## src/rtl/hazard_ctrl.sv

```systemverilog
// ============================================================================
// hazard_ctrl : load-use / branch / jump / halt interlock for the 5-stage core
// Revision    : 1.0
// ============================================================================
`default_nettype none

module hazard_ctrl #(
  parameter int CNT_W = 32
) (
  input  logic             clk,
  input  logic             rst,
  input  logic [4:0]       id_rs,
  input  logic [4:0]       id_rt,
  input  logic [5:0]       id_op,
  input  logic [5:0]       id_func,
  input  logic             id_jump,
  input  logic [4:0]       ex_rw,
  input  logic             ex_memread,
  input  logic             ex_branch_taken,
  input  logic             ex_halt,
  input  logic             resume,
  output logic             pc_en,
  output logic             ifid_en,
  output logic             ifid_clr,
  output logic             idex_clr,
  output logic             halted,
  output logic [CNT_W-1:0] stall_cnt,
  output logic [CNT_W-1:0] flush_cnt,
  output logic [CNT_W-1:0] cycle_cnt
);

  localparam logic [0:0] S_RUN  = 1'b0;
  localparam logic [0:0] S_HALT = 1'b1;

  localparam logic [5:0] OP_RTYPE = 6'h00;
  localparam logic [5:0] OP_J     = 6'h02;
  localparam logic [5:0] OP_JAL   = 6'h03;
  localparam logic [5:0] OP_BEQ   = 6'h04;
  localparam logic [5:0] OP_BNE   = 6'h05;
  localparam logic [5:0] OP_SH    = 6'h29;
  localparam logic [5:0] OP_SW    = 6'h2b;

  localparam logic [5:0] FN_SYSCALL = 6'h0c;
  localparam logic [5:0] FN_ADD     = 6'h20;
  localparam logic [5:0] FN_ADDU    = 6'h21;
  localparam logic [5:0] FN_SUB     = 6'h22;
  localparam logic [5:0] FN_AND     = 6'h24;
  localparam logic [5:0] FN_OR      = 6'h25;
  localparam logic [5:0] FN_XOR     = 6'h26;
  localparam logic [5:0] FN_NOR     = 6'h27;
  localparam logic [5:0] FN_SLT     = 6'h2a;
  localparam logic [5:0] FN_SLTU    = 6'h2b;

  logic [0:0] state;
  logic [0:0] state_nxt;

  logic uses_rs;
  logic uses_rt;
  logic rtype_uses_rt;
  logic load_use;

  logic ev_stall;
  logic ev_flush;
  logic ev_cycle;

  // Source-operand decode of the instruction sitting in ID.
  always_comb begin
    uses_rs = (id_op != OP_J) && (id_op != OP_JAL);
  end

  always_comb begin
    rtype_uses_rt = 1'b0;
    case (id_func)
      FN_ADD, FN_ADDU, FN_SUB, FN_AND, FN_OR, FN_XOR,
      FN_NOR, FN_SLT, FN_SLTU, FN_SYSCALL: rtype_uses_rt = 1'b1;
      default:                             rtype_uses_rt = 1'b0;
    endcase
  end

  always_comb begin
    uses_rt = 1'b0;
    case (id_op)
      OP_RTYPE:                     uses_rt = rtype_uses_rt;
      OP_SW, OP_SH, OP_BEQ, OP_BNE: uses_rt = 1'b1;
      default:                      uses_rt = 1'b0;
    endcase
  end

  always_comb begin
    load_use = ex_memread && (ex_rw != 5'd0) &&
               ((uses_rs && (ex_rw == id_rs)) || (uses_rt && (ex_rw == id_rt)));
  end

  // Control outputs and counter events; branch outranks load-use because the
  // instruction in ID is then on the wrong path.
  always_comb begin
    pc_en     = 1'b0;
    ifid_en   = 1'b0;
    ifid_clr  = 1'b0;
    idex_clr  = 1'b0;
    halted    = 1'b0;
    ev_stall  = 1'b0;
    ev_flush  = 1'b0;
    ev_cycle  = 1'b0;
    state_nxt = state;

    if (rst) begin
      ifid_clr  = 1'b1;
      idex_clr  = 1'b1;
      state_nxt = S_RUN;
    end else begin
      case (state)
        S_RUN: begin
          ev_cycle = 1'b1;
          if (ex_halt) begin
            idex_clr  = 1'b1;
            state_nxt = S_HALT;
          end else if (ex_branch_taken) begin
            pc_en    = 1'b1;
            ifid_en  = 1'b1;
            ifid_clr = 1'b1;
            idex_clr = 1'b1;
            ev_flush = 1'b1;
          end else if (load_use) begin
            idex_clr = 1'b1;
            ev_stall = 1'b1;
          end else if (id_jump) begin
            pc_en    = 1'b1;
            ifid_en  = 1'b1;
            ifid_clr = 1'b1;
            ev_flush = 1'b1;
          end else begin
            pc_en   = 1'b1;
            ifid_en = 1'b1;
          end
        end

        S_HALT: begin
          idex_clr = 1'b1;
          halted   = 1'b1;
          if (resume) begin
            state_nxt = S_RUN;
          end
        end

        default: begin
          state_nxt = S_RUN;
        end
      endcase
    end
  end

  always_ff @(posedge clk) begin
    if (rst) begin
      state <= S_RUN;
    end else begin
      state <= state_nxt;
    end
  end

  always_ff @(posedge clk) begin
    if (rst) begin
      stall_cnt <= '0;
      flush_cnt <= '0;
      cycle_cnt <= '0;
    end else begin
      if (ev_stall) begin
        stall_cnt <= stall_cnt + 1'b1;
      end
      if (ev_flush) begin
        flush_cnt <= flush_cnt + 1'b1;
      end
      if (ev_cycle) begin
        cycle_cnt <= cycle_cnt + 1'b1;
      end
    end
  end

endmodule

`default_nettype wire

```

## config.mk

```make
export PLATFORM = sky130hd
export DESIGN_NAME = hazard_ctrl
export DESIGN_NICKNAME = d
export VERILOG_FILES = /design/src/rtl/hazard_ctrl.sv
export SDC_FILE = /design/constraint.sdc
export NUM_CORES = 1
export LEC_CHECK = 0
export CAP_MARGIN = 20
export CORE_MARGIN = 2
export CORE_UTILIZATION = 35
export DETAILED_ROUTE_END_ITERATION = 10
export GPL_TIMING_DRIVEN = 0
export PLACE_DENSITY = 0.69
export SETUP_SLACK_MARGIN = 0.15
export SLEW_MARGIN = 20
export SYNTH_ARGS = -nofsm -noshare
export SYNTH_HDL_FRONTEND = slang
export SYNTH_SLANG_ARGS = --single-unit
```

## constraint.sdc

```tcl
create_clock -name clk -period 4.4 [get_ports clk]
set_clock_uncertainty 0.05 [all_clocks]
set_input_delay 0.88 -clock clk [delete_from_list [all_inputs] [get_ports clk]]
set_output_delay 0.88 -clock clk [all_outputs]
set_load 0.05 [all_outputs]
```

==> flow_metrics.env <==
export IMPL_cts_tree="done"
export IMPL_synthesis_nets=663
export IMPL_ys_seq_area_share_pct=36.8
export IMPL_layout_setup_ws_ns=0.188
export IMPL_wirelength_um=16300
export IMPL_grt_antenna_before_repair=3
export IMPL_nNetsFinal=809
export IMPL_worst_pin_slew_ns=0.849
export IMPL_cts_buffers=9
export IMPL_synthArstFlopShare_pct=0
export IMPL_cp_data_arrival_time_ns=3.28
export IMPL_cts_hold_fix_buffers=0
export IMPL_grt_pass1_wl_um=25500
export IMPL_vias=5420
export IMPL_yosysTopAreaCell="dfxtp_1"
export IMPL_p_per_area_nw_per_um2=270
export IMPL_dp_cells=943
export IMPL_leakagePower_nw=2.25
export IMPL_critPathLaunch="ex_rw[3]"
export IMPL_multi_input_area_um2=3070
export IMPL_hp_class="flop to flop"
export IMPL_synth_area_um2=5280
export IMPL_final_max_slew_viol_count=0
export IMPL_core_area_um2=14600
export IMPL_cp_start_kind="input pin"
export IMPL_cp_cell_sequence="clkdlybuf4s50_1, or4_4, o211ai_2, o31a_1, o21ai_2, buf_4, o21ai_0, buf_4"
export IMPL_cts_buffer_depth=2
export IMPL_finalInstanceArea_um2=7190
export IMPL_synthTopCellsByArea="dfxtp_1 (37%), o31ai_1 (5.1%), a21oi_1 (4.8%), or4_1 (4.8%), xor2_1 (4.3%)"
export IMPL_required_ns=3.47
export IMPL_synth_edf_count=0
export IMPL_postSynthAreaPerCell_um2=8.44
export IMPL_die_area_um2=16100
export IMPL_globalRouteOverflowTotal=0
export IMPL_setup_tns_final_ns=0
export IMPL_cts_sinks=97
export IMPL_cp_num_buf_inv=3
export IMPL_ir_drop_uv=171
export IMPL_endpoint="ifid_clr"
export IMPL_clkPwrFrac_pct=44.0
export IMPL_synth_distinct_cells=57
export IMPL_ys_seq_elements=97
export IMPL_dpl_worst_slack_ns=-0.782
export IMPL_hold_slack_ns=0.441
export IMPL_fin_crit_sh_pct=95.7
export IMPL_crit_path_end_kind="output pin"
export IMPL_internal_power_mw=1.47
export IMPL_synth_top_area_share_pct=36.8
export IMPL_final_cells=961
export IMPL_rsz0062_at_grt="false"
export IMPL_critPathMaxFanout=10
export IMPL_r2r_end="stall_cnt[23]$_SDFFE_PP0P_"
export IMPL_ant_nets=0
export IMPL_crit_cells=8
export IMPL_outcome="completed"
export IMPL_dp_hpwl_um=12100
export IMPL_crit_top_cell="buf_4"
export IMPL_worst_r2r_path_depth=7
export IMPL_synthCells=626
export IMPL_drtPass1Iterations=5
export IMPL_fillers=1456
export IMPL_seq_area_um2=1940
export IMPL_timing_rr_start="state$_SDFF_PP0_"
export IMPL_setup_violations=0
export IMPL_max_freq_mhz=237
export IMPL_post_drt_wl_per_cell_um=16.9
export IMPL_swShare_pct=24.3
export IMPL_synth_flop_cell="dfxtp_1"
export IMPL_grt_max_degree=20
export IMPL_grt_pass1_vias=4763
export IMPL_cap_violations=0
export IMPL_clkTransAtPathRegs_ns=0.06
export IMPL_power_switching_mw=0.470
export IMPL_placementRows=44
export IMPL_finalWeightedCongestion=0.811
export IMPL_drtIter0Drc=365
export IMPL_initial_core_util_pct=36.1
export IMPL_layout_min_cycle_time_ns=4.21
export IMPL_io_buffer_count=133
export IMPL_clk_latency_ns=0.35
export IMPL_combPwrFrac_pct=10.1
export IMPL_io_pins=135
export IMPL_syn_to_final_growth_pct=36.1
export IMPL_ctsRootBufferMaster="clkbuf_16"
export IMPL_yosysWarnings=0
export IMPL_postPlaceCellArea_um2=6850
export IMPL_grt_usage_pct=19.8
export IMPL_die_w_um=127
export IMPL_cp_top_family="buffers and inverters"
export IMPL_drc=0
export IMPL_drive_gt1_share_pct=9.28
export IMPL_hold_viol=0
export IMPL_critical_path_class="input pin to output pin"
export IMPL_avgViaCountPerCell=5.64
export IMPL_rrSetupSlack_ns=1.57
export IMPL_sequentialPowerShare_pct=45.9
export IMPL_htree_num_levels=3
export IMPL_yosysMostFrequentCell="dfxtp_1"
export IMPL_synthTopCellsByCount="dfxtp_1 (97), nor2_1 (57), a21oi_1 (51)"
export IMPL_max_slew_margin_rel_pct=42.9
export IMPL_critPathSlowestCell="or4_4"
export IMPL_die_h_um=127
export IMPL_slowest_delay_ns=0.61
worst register-to-register path: stages (launching register included):
cell,delay [ns]
dfxtp_1,0.32
clkbuf_1,0.27
nor4_1,0.68
o211ai_1,0.31
nor4b_1,0.39
a31oi_1,0.13
nor4_1,0.21
mux2_2,0.36
registers in the layout, summed over array words and instances, names as in the netlist:
signal	count
cycle_cnt	32
flush_cnt	32
stall_cnt	32
state	1
through the flow:
step	utilization, %	total power [mW]
after detailed placement	46.8	1.10
after global routing	49.1	2.00
after global placement	46.7	1.10
final	49.1	1.94
after floorplan	-	1.02
after CTS	49.1	1.95
power by group through the flow:
stage	combinational (mW)	sequential [mW]	clock (mW)
2_1_floorplan	0.0908	0.925	0
3_3_place_gp	0.190	0.909	0
3_5_place_dp	0.192	0.910	0
4_1_cts	0.196	0.890	0.867
5_1_grt	0.207	0.891	0.898
6_report	0.195	0.890	0.853
worst min path at each step:
stage | start | endpoint | slack (ns) | cells after the start
after floorplan | state$_SDFF_PP0_ | flush_cnt[1]$_SDFFE_PP0P_ | 0.65 | 4
after global placement | stall_cnt[9]$_SDFFE_PP0P_ | stall_cnt[9]$_SDFFE_PP0P_ | 0.43 | 2
after detailed placement | stall_cnt[5]$_SDFFE_PP0P_ | stall_cnt[5]$_SDFFE_PP0P_ | 0.44 | 2
after CTS | stall_cnt[5]$_SDFFE_PP0P_ | stall_cnt[5]$_SDFFE_PP0P_ | 0.45 | 2
after global routing | stall_cnt[5]$_SDFFE_PP0P_ | stall_cnt[5]$_SDFFE_PP0P_ | 0.46 | 2
final | stall_cnt[5]$_SDFFE_PP0P_ | stall_cnt[5]$_SDFFE_PP0P_ | 0.44 | 2
cell usage in the layout (no fill, tap or decap), drive strengths merged, types with 4 or more instances in the layout:
master / n
xnor2: 9
o21a: 5
nand3: 38
nor4: 16
or2: 7
and3: 12
o41ai: 5
o311ai: 4
o31a: 5
a31o: 4
clkbuf: 25
buf: 22
and4: 6
nor2b: 7
nor3: 7
mux2: 7
inv: 18
nor2: 57
o21ai: 18
clkdlybuf4s50: 129
dlygate4sd3: 4
xor2: 26
nand4: 32
a21oi: 52
or4: 36
o31ai: 36
or3: 19
nand2: 39
o211ai: 4
dfxtp: 97
per-layer routing:
| metal | up-vias | share of wire [%] | track usage [%] |
|---|---|---|---|
| li1 | 2666 | - | - |
| met1 | 2565 | 46 | 26.3 |
| met2 | 167 | 45 | 31.1 |
| met3 | 18 | 6.9 | 5.27 |
| met4 | 4 | 1.4 | 6.66 |
| met5 | - | 0.14 | 0 |
layout make-up:
type / instances / area share (%)
buffer: 33 / 3.18
clock inverter: 3 / 0.905
sequential: 97 / 27.0
clock buffer: 12 / 3.43
tap: 184 / 3.20
multi-input combinational: 477 / 42.7
timing repair buffer: 136 / 18.6
antenna: 1 / 0.0348
inverter: 18 / 0.940
cells by family (layout without fill, tap and decap cells):
kind of cell / after synthesis / in the layout / synth area share, %
and+or+nand+nor: 286 / 286 / 30.5
AOI/OAI and AO/OA: 143 / 143 / 18.6
DFF: 97 / 97 / 36.8
buffers and inverters: 52 / 202 / 5.52
xor gates and xnor gates: 35 / 35 / 5.80
muxes: 10 / 10 / 2.06
adders and majority gates: 3 / 3 / 0.711
other: 0 / 1 / 0
timing repair:
item | 4_1_cts | 5_1_grt
hold endpoints to repair | 0 | 0
cloned | 0 | 0
buffers inserted | 3 | 0
pin swaps | 3 | 1
setup endpoints to repair | 4 | 5
gates resized for setup | 23 | 8
Note: power is estimated with default switching activity, not from simulation.
